### config.mk
export PLATFORM = sky130hd
export DESIGN_NAME = reg_file_mp
export DESIGN_NICKNAME = d
export VERILOG_FILES = /design/src/rtl/reg_file_pkg.sv /design/src/rtl/reg_file_rd_port.sv /design/src/rtl/reg_file_mp.sv
export SDC_FILE = /design/constraint.sdc
export NUM_CORES = 2
export LEC_CHECK = 0
export CAP_MARGIN = 25
export CORE_MARGIN = 5
export CORE_UTILIZATION = 60
export DETAILED_ROUTE_END_ITERATION = 6
export PLACE_DENSITY = 0.81
export REMOVE_ABC_BUFFERS = 1
export SKIP_CTS_REPAIR_TIMING = 1
export SLEW_MARGIN = 20
export SYNTH_ARGS = -nofsm -noshare
export SYNTH_HDL_FRONTEND = slang
export SYNTH_SLANG_ARGS = --single-unit
### constraint.sdc
create_clock -name clk -period 6.2 [get_ports clk]
set_clock_uncertainty 0.1 [all_clocks]
set_input_delay 1.24 -clock clk [delete_from_list [all_inputs] [get_ports clk]]
set_output_delay 1.24 -clock clk [all_outputs]
set_load 0.01 [all_outputs]
### src/rtl/reg_file_pkg.sv
// -----------------------------------------------------------------------------
// reg_file_pkg
// Shared constants for the multi-port ARM register file: default register
// width, select width, the program counter index and the offset added when
// the PC is read through a read port, plus the pending-vector type.
//
// Build option: define REG_FILE_BYPASS_EN to enable same-cycle write
// forwarding on the read ports (see reg_file_rd_port).
// -----------------------------------------------------------------------------
package reg_file_pkg;

    localparam int DEFAULT_DATA_W      = 32;
    localparam int DEFAULT_ADDR_W      = 4;
    localparam int DEFAULT_NUM_REGS    = 2 ** DEFAULT_ADDR_W;
    localparam int DEFAULT_PC_IDX      = 15;
    localparam int DEFAULT_PC_READ_OFS = 8;

    // One bit per architectural register; set while a load is outstanding.
    typedef logic [DEFAULT_NUM_REGS-1:0] pend_vec_t;

endpackage : reg_file_pkg

### src/rtl/reg_file_rd_port.sv
// -----------------------------------------------------------------------------
// reg_file_rd_port
// One combinational read port of the register file. Selects a register,
// adds PC_READ_OFS when the PC is selected, and reports whether the selected
// register has a load outstanding.
//
// Build option REG_FILE_BYPASS_EN: when defined, same-cycle write data is
// forwarded (wr1 > wr0 > pc_en) and a returning load (wr1) hides the busy
// flag unless a new load is issued to the same register in the same cycle.
//
// Ports:
//   rd_sel_i      register select
//   regFile_i     registered contents of all registers
//   pend_i        registered pending vector
//   wr0_*_i       ALU write port (forwarding only)
//   wr1_*_i       load/writeback port (forwarding only)
//   pc_*_i        sequential PC update (forwarding only)
//   pend_*_i      load-issue request (busy forwarding only)
//   rd_data_o     read data
//   rd_busy_o     selected register is pending
// -----------------------------------------------------------------------------
module reg_file_rd_port
    import reg_file_pkg::*;
#(
    parameter int DATA_W      = DEFAULT_DATA_W,
    parameter int ADDR_W      = DEFAULT_ADDR_W,
    parameter int PC_IDX      = DEFAULT_PC_IDX,
    parameter int PC_READ_OFS = DEFAULT_PC_READ_OFS,
    localparam int NUM_REGS   = 2 ** ADDR_W
) (
    input  logic [ADDR_W-1:0]               rd_sel_i,
    input  logic [NUM_REGS-1:0][DATA_W-1:0] regFile_i,
    input  logic [NUM_REGS-1:0]             pend_i,
    input  logic                            wr0_en_i,
    input  logic [ADDR_W-1:0]               wr0_sel_i,
    input  logic [DATA_W-1:0]               wr0_data_i,
    input  logic                            wr1_en_i,
    input  logic [ADDR_W-1:0]               wr1_sel_i,
    input  logic [DATA_W-1:0]               wr1_data_i,
    input  logic                            pc_en_i,
    input  logic [DATA_W-1:0]               pc_data_i,
    input  logic                            pend_en_i,
    input  logic [ADDR_W-1:0]               pend_sel_i,
    output logic [DATA_W-1:0]               rd_data_o,
    output logic                            rd_busy_o
);

    localparam logic [ADDR_W-1:0] PC_SEL = ADDR_W'(PC_IDX);

    logic [DATA_W-1:0] rawData;

    // Pick the register contents (or the in-flight write when forwarding is
    // built in) and the busy flag for the selected register. The ordering of
    // the forwarding overrides gives wr1 the last word, then wr0, then pc_en.
    always_comb begin
        rawData   = regFile_i[rd_sel_i];
        rd_busy_o = pend_i[rd_sel_i];
`ifdef REG_FILE_BYPASS_EN
        if (pc_en_i && (rd_sel_i == PC_SEL)) begin
            rawData = pc_data_i;
        end
        if (wr0_en_i && (wr0_sel_i == rd_sel_i)) begin
            rawData = wr0_data_i;
        end
        if (wr1_en_i && (wr1_sel_i == rd_sel_i)) begin
            rawData = wr1_data_i;
            if (!(pend_en_i && (pend_sel_i == rd_sel_i))) begin
                rd_busy_o = 1'b0;
            end
        end
`endif
    end

    // The PC is presented to the datapath with its pipeline read offset;
    // the add wraps naturally at DATA_W bits.
    always_comb begin
        rd_data_o = rawData;
        if (rd_sel_i == PC_SEL) begin
            rd_data_o = rawData + DATA_W'(PC_READ_OFS);
        end
    end

`ifndef REG_FILE_BYPASS_EN
    logic unusedBypass;
    assign unusedBypass = ^{wr0_en_i, wr0_sel_i, wr0_data_i,
                            wr1_en_i, wr1_sel_i, wr1_data_i,
                            pc_en_i, pc_data_i, pend_en_i, pend_sel_i};
`endif

endmodule : reg_file_rd_port

### src/rtl/reg_file_mp.sv
// -----------------------------------------------------------------------------
// reg_file_mp
// Multi-port ARM register file: three combinational read ports, two write
// ports (wr0 = ALU, wr1 = load/writeback), a sequential PC update port and a
// per-register pending-load scoreboard with a running pending count.
//
// Build option: REG_FILE_BYPASS_EN enables same-cycle forwarding on the read
// ports; without it reads always show registered state.
//
// Ports:
//   clk, reset                 clock, synchronous active-high reset
//   rd_sel_[abc]               read selects
//   rd_data_[abc]              read data (PC reads include PC_READ_OFS)
//   rd_busy_[abc]              selected register has a load pending
//   wr0_en/sel/data            ALU write port
//   wr1_en/sel/data            load/writeback port, clears pending bit
//   pc_en, pc_data             sequential PC update from fetch
//   pend_en, pend_sel          mark register pending (load issued)
//   pc_q                       raw PC contents
//   pend_count                 number of registers pending
// -----------------------------------------------------------------------------
module reg_file_mp
    import reg_file_pkg::*;
#(
    parameter int DATA_W      = DEFAULT_DATA_W,
    parameter int ADDR_W      = DEFAULT_ADDR_W,
    parameter int PC_IDX      = DEFAULT_PC_IDX,
    parameter int PC_READ_OFS = DEFAULT_PC_READ_OFS
) (
    input  logic              clk,
    input  logic              reset,
    input  logic [ADDR_W-1:0] rd_sel_a,
    input  logic [ADDR_W-1:0] rd_sel_b,
    input  logic [ADDR_W-1:0] rd_sel_c,
    output logic [DATA_W-1:0] rd_data_a,
    output logic [DATA_W-1:0] rd_data_b,
    output logic [DATA_W-1:0] rd_data_c,
    output logic              rd_busy_a,
    output logic              rd_busy_b,
    output logic              rd_busy_c,
    input  logic              wr0_en,
    input  logic [ADDR_W-1:0] wr0_sel,
    input  logic [DATA_W-1:0] wr0_data,
    input  logic              wr1_en,
    input  logic [ADDR_W-1:0] wr1_sel,
    input  logic [DATA_W-1:0] wr1_data,
    input  logic              pc_en,
    input  logic [DATA_W-1:0] pc_data,
    input  logic              pend_en,
    input  logic [ADDR_W-1:0] pend_sel,
    output logic [DATA_W-1:0] pc_q,
    output logic [ADDR_W:0]   pend_count
);

    localparam int NUM_REGS = 2 ** ADDR_W;
    localparam int CNT_W    = ADDR_W + 1;
    localparam logic [ADDR_W-1:0] PC_SEL = ADDR_W'(PC_IDX);

    logic [NUM_REGS-1:0][DATA_W-1:0] regFile_q, regFile_d;
    logic [NUM_REGS-1:0]             pend_q, pend_d;
    logic [CNT_W-1:0]                pendCount_q, pendCount_d;
    logic                            setOk, incr, decr;

    // Next register contents. Assignments are ordered lowest priority first
    // so that wr1 beats wr0 beats the sequential PC update on a shared target
    // (a branch writing r15 therefore wins over fetch).
    always_comb begin
        regFile_d = regFile_q;
        if (pc_en) begin
            regFile_d[PC_IDX] = pc_data;
        end
        if (wr0_en) begin
            regFile_d[wr0_sel] = wr0_data;
        end
        if (wr1_en) begin
            regFile_d[wr1_sel] = wr1_data;
        end
    end

    // Pending scoreboard. A returning load clears its bit, a newly issued
    // load sets it, and set wins on the same register. The PC can never be
    // pending. The count moves by at most one per cycle: it only rises when a
    // set lands on a clear bit and only falls when a clear really removes a
    // bit that is not immediately re-set.
    always_comb begin
        setOk  = pend_en && (pend_sel != PC_SEL);
        pend_d = pend_q;
        if (wr1_en) begin
            pend_d[wr1_sel] = 1'b0;
        end
        if (setOk) begin
            pend_d[pend_sel] = 1'b1;
        end
        incr = setOk && !pend_q[pend_sel];
        decr = wr1_en && pend_q[wr1_sel] && !(setOk && (pend_sel == wr1_sel));
        pendCount_d = pendCount_q + CNT_W'(incr) - CNT_W'(decr);
    end

    // State registers; reset discards every write and pend request in the
    // same cycle.
    always_ff @(posedge clk) begin
        if (reset) begin
            regFile_q   <= '0;
            pend_q      <= '0;
            pendCount_q <= '0;
        end else begin
            regFile_q   <= regFile_d;
            pend_q      <= pend_d;
            pendCount_q <= pendCount_d;
        end
    end

    assign pc_q       = regFile_q[PC_IDX];
    assign pend_count = pendCount_q;

    logic [2:0][ADDR_W-1:0] rdSel;
    logic [2:0][DATA_W-1:0] rdData;
    logic [2:0]             rdBusy;

    assign rdSel = {rd_sel_c, rd_sel_b, rd_sel_a};

    // Three identical read ports.
    for (genvar p = 0; p < 3; p++) begin : gRdPort
        reg_file_rd_port #(
            .DATA_W      (DATA_W),
            .ADDR_W      (ADDR_W),
            .PC_IDX      (PC_IDX),
            .PC_READ_OFS (PC_READ_OFS)
        ) uRdPort (
            .rd_sel_i   (rdSel[p]),
            .regFile_i  (regFile_q),
            .pend_i     (pend_q),
            .wr0_en_i   (wr0_en),
            .wr0_sel_i  (wr0_sel),
            .wr0_data_i (wr0_data),
            .wr1_en_i   (wr1_en),
            .wr1_sel_i  (wr1_sel),
            .wr1_data_i (wr1_data),
            .pc_en_i    (pc_en),
            .pc_data_i  (pc_data),
            .pend_en_i  (pend_en),
            .pend_sel_i (pend_sel),
            .rd_data_o  (rdData[p]),
            .rd_busy_o  (rdBusy[p])
        );
    end

    assign rd_data_a = rdData[0];
    assign rd_data_b = rdData[1];
    assign rd_data_c = rdData[2];
    assign rd_busy_a = rdBusy[0];
    assign rd_busy_b = rdBusy[1];
    assign rd_busy_c = rdBusy[2];

endmodule : reg_file_mp

==> load_flow_metrics.sql <==
INSERT INTO impl_metrics (metric_group, metric, value, unit) VALUES
('die', 'die_outline_width', '266', 'um'),
('power_and_ir_drop', 'total_switching_power', '2.72', 'mW'),
('detailed_routing', 'vias', '36400', ''),
('critical_path', 'cp_data_arrival_time', '4920', 'ps'),
('detailed_routing', 'routed_wirelength', '157000', 'um'),
('run_status', 'violations', 'setup timing', ''),
('logic_synthesis', 'yosysTopAreaCell', 'sky130_fd_sc_hd__dfxtp_1', ''),
('power_and_ir_drop', 'total_power', '9.23', 'mW'),
('die', 'rows', '93', ''),
('power_and_ir_drop', 'peakVddDrop', '220', 'uV'),
('clock_network', 'clkSinkCount', '533', ''),
('clock_network', 'clk_transition_reported_paths', '60', 'ps'),
('power_and_ir_drop', 'seq_power_share', '40.1', '%'),
('critical_path', 'critical_path.slowest_cell', 'sky130_fd_sc_hd__a221oi_1', ''),
('placed_design', 'dpl_worst_slack', '-12.8', 'ps'),
('hold_path', 'min_delay_worst_endpoint', 'regFile_q[226]$_SDFF_PP0_', ''),
('critical_path', 'critical-path-max-stage-delay', '760', 'ps'),
('detailed_routing', 'remaining_drc_errors', '0', ''),
('hold_path', 'hold_path.startpoint', 'regFile_q[226]$_SDFF_PP0_', ''),
('logic_synthesis', 'total_of_warnings_raised_by_yosys', '0', ''),
('flow_run', 'drv.max_cap_violation_count', '0', ''),
('placed_design', 'place_congestion', '1.07', ''),
('clock_network', 'clkLatencyLatePin', '660', 'ps'),
('global_route', 'grt.overflow.total', '0', ''),
('critical_path', 'path_class', 'in -> out', ''),
('sta', 'timing.final.ws_setup', '-57.8', 'ps'),
('clock_network', 'cts.root.buffer_cell', 'sky130_fd_sc_hd__clkbuf_16', ''),
('critical_path', 'cp-start-kind', 'primary input', ''),
('critical_path', 'reg2reg_setup_slack', '2830', 'ps'),
('power_and_ir_drop', 'power.internal', '6.50', 'mW'),
('placed_design', 'dpl.hpwl', '102000', 'um'),
('power_and_ir_drop', 'power.density_cell_area', '207', 'nW/um2'),
('finish', 'n_fill_cell', '4687', ''),
('logic_synthesis', 'netlist_top_cells_count', '622 x sky130_fd_sc_hd__mux2i_1, 560 x sky130_fd_sc_hd__nor2_1, 533 x sky130_fd_sc_hd__dfxtp_1', ''),
('die', 'die_h', '266', 'um'),
('die', 'floorplan.die_area', '70600', 'um2'),
('sta', 'hold_viol', '0', ''),
('critical_path', 'worstReg2RegStart', 'pend_q[11]$_SDFF_PP0_', ''),
('critical_path', 'r2r_end', 'pend_count[4]$_SDFF_PP0_', ''),
('logic_synthesis', 'netlist-cell-type-count', '80', ''),
('power_and_ir_drop', 'p_leak', '16.8', 'nW'),
('die', 'initial_utilization', '60.8', '%'),
('power_and_ir_drop', 'comb_power_share', '18.9', '%'),
('sta', 'period_needed', '6260', 'ps'),
('sta', 'worst-slew-pin-transition', '1160', 'ps'),
('placed_design', 'detailed_place.area', '42300', 'um2'),
('logic_synthesis', 'portion_of_the_post_synthesis_area_used_by_sequential_elements', '27.2', '%'),
('finish', 'final_layout_size_suffix_gt1_share', '19.9', '%'),
('sta', 'slew_violations', '0', ''),
('global_route', 'antenna_violations_before_repair', '8', ''),
('sta', 'report.final.setup_viol', '5', ''),
('clock_network', 'clockBufferDepth', '3', ''),
('global_route', 'grt_max_degree', '160', ''),
('global_route', 'grt.total_usage', '42.4', '%'),
('critical_path', 'cpLargestDelayFamily', 'buffers and inverters', ''),
('clock_network', 'cts_tree', 'built', ''),
('logic_synthesis', 'synth.top_cell.area_share', '27.2', '%'),
('logic_synthesis', 'synth_enable_flop_cells', '0', ''),
('finish', 'postLayoutCellArea', '44600', 'um2'),
('critical_path', 'worst_path_cell_trace', 'buf_6, buf_12, mux4_1, a22o_2, a221oi_1, buf_4, nor4b_2, xnor2_1, clkdlybuf4s50_1', ''),
('critical_path', 'critical_path.n_buffers_inverters', '4', ''),
('die', 'io_pins', '262', ''),
('logic_synthesis', 'synth.area.top_cells', 'sky130_fd_sc_hd__dfxtp_1 27%, sky130_fd_sc_hd__mux4_2 20%, sky130_fd_sc_hd__mux2i_1 16%', ''),
('power_and_ir_drop', 'part_of_the_power_in_the_clock_network', '41.0', '%'),
('hold_path', 'min_path_cells', '2', ''),
('critical_path', 'largest_fanout_of_any_net_on_the_critical_path', '27', ''),
('clock_network', 'cts-buffers-inserted', '58', ''),
('detailed_routing', 'firstDrtPassIters', '7', ''),
('global_route', 'grt_pass1_wl', '229000', 'um'),
('logic_synthesis', 'synth-seq-cells', '533', ''),
('run_status', 'run_status', 'complete, but fails checks', '');
[kinds of logic after synthesis]
kind of cell / Yosys count / share of synthesized area, %
adder cells (fa/ha/maj): 9 / 0.306
AND/OR/NAND/NOR: 906 / 10.1
AO/OA/AOI/OAI: 735 / 13.8
XOR/XNOR: 91 / 2.03
multiplexers: 1054 / 39.9
flip-flops: 533 / 27.2
buffers and inverters: 517 / 6.61
[area by class of cell]
cell class / instances / area, um2 / share of cell area, %
Multi-Input combinational cell: 2795 / 26300 / 58.8
Sequential cell: 533 / 10700 / 23.9
Timing Repair Buffer: 461 / 4520 / 10.1
Clock buffer: 85 / 1720 / 3.86
Tap cell: 855 / 1070 / 2.40
Clock inverter: 24 / 312 / 0.698
Inverter: 17 / 63.8 / 0.143
Antenna cell: 4 / 10.0 / 0.0224
[worst max path at each step]
| stage | start | to | slack, ps | cells past startpoint |
|---|---|---|---|---|
| 2_1_floorplan | rd_sel_a[3] | rd_data_a[31] | 1450 | 6 |
| 3_3_place_gp | rd_sel_c[0] | rd_data_c[31] | 20 | 14 |
| 3_5_place_dp | rd_sel_b[2] | rd_data_b[22] | -10 | 12 |
| 4_1_cts | rd_sel_b[2] | rd_data_b[22] | -80 | 12 |
| 5_1_grt | rd_sel_c[2] | rd_data_c[26] | -40 | 12 |
| 6_report | rd_sel_a[1] | rd_data_a[25] | -60 | 9 |
[flip-flops by register name, summed over array words and instances, names as in the netlist]
signal	flops
pc_q	32
pend_q	16
pend_count	5
regFile_q	480
[worst min-delay path, stage by stage (launching register included)]
cell and delay (ps):
sky130_fd_sc_hd__dfxtp_1 330, sky130_fd_sc_hd__mux2i_1 130, sky130_fd_sc_hd__a211oi_1 80
[placed cells by master, fill, tap and decap left out, types with 36 or more instances in the layout]
| master | count |
|---|---|
| sky130_fd_sc_hd__a211oi_1 | 490 |
| sky130_fd_sc_hd__a21oi_1 | 61 |
| sky130_fd_sc_hd__a22oi_1 | 48 |
| sky130_fd_sc_hd__buf_4 | 170 |
| sky130_fd_sc_hd__clkbuf_16 | 61 |
| sky130_fd_sc_hd__clkdlybuf4s50_1 | 247 |
| sky130_fd_sc_hd__dfxtp_1 | 533 |
| sky130_fd_sc_hd__mux2_2 | 41 |
| sky130_fd_sc_hd__mux2i_1 | 622 |
| sky130_fd_sc_hd__mux4_1 | 43 |
| sky130_fd_sc_hd__mux4_2 | 345 |
| sky130_fd_sc_hd__nand2_1 | 132 |
| sky130_fd_sc_hd__nor2_1 | 552 |
| sky130_fd_sc_hd__o211ai_1 | 36 |
| sky130_fd_sc_hd__xnor2_1 | 51 |
| sky130_fd_sc_hd__xor2_1 | 39 |
[power groups by stage]
stage / Sequential (mW) / Clock [mW] / Combinational [mW]
after floorplan: 3.72 / 0 / 0.770
final: 3.70 / 3.78 / 1.74
after detailed placement: 3.77 / 0 / 1.66
after global routing: 3.71 / 3.90 / 1.80
after global placement: 3.76 / 0 / 1.63
after CTS: 3.69 / 3.75 / 1.67
[per-layer routing]
metal  track usage, %  routed length [um]
met5                0                  28
met4             26.8               13100
met3             16.7               26800
met2             60.7               64700
met1             53.8               52700
[metrics by stage]
step / TNS, ps / std cells / hold WS [ps]
after floorplan: 0 / 3345 / 366
after detailed placement: -12.8 / 4655 / 457
after global routing: -81.1 / 4771 / 490
after CTS: -126 / 4764 / 475
after global placement: 0 / 4652 / 414
final: -107 / 4774 / 482
Power figures use the tool's default switching activity.
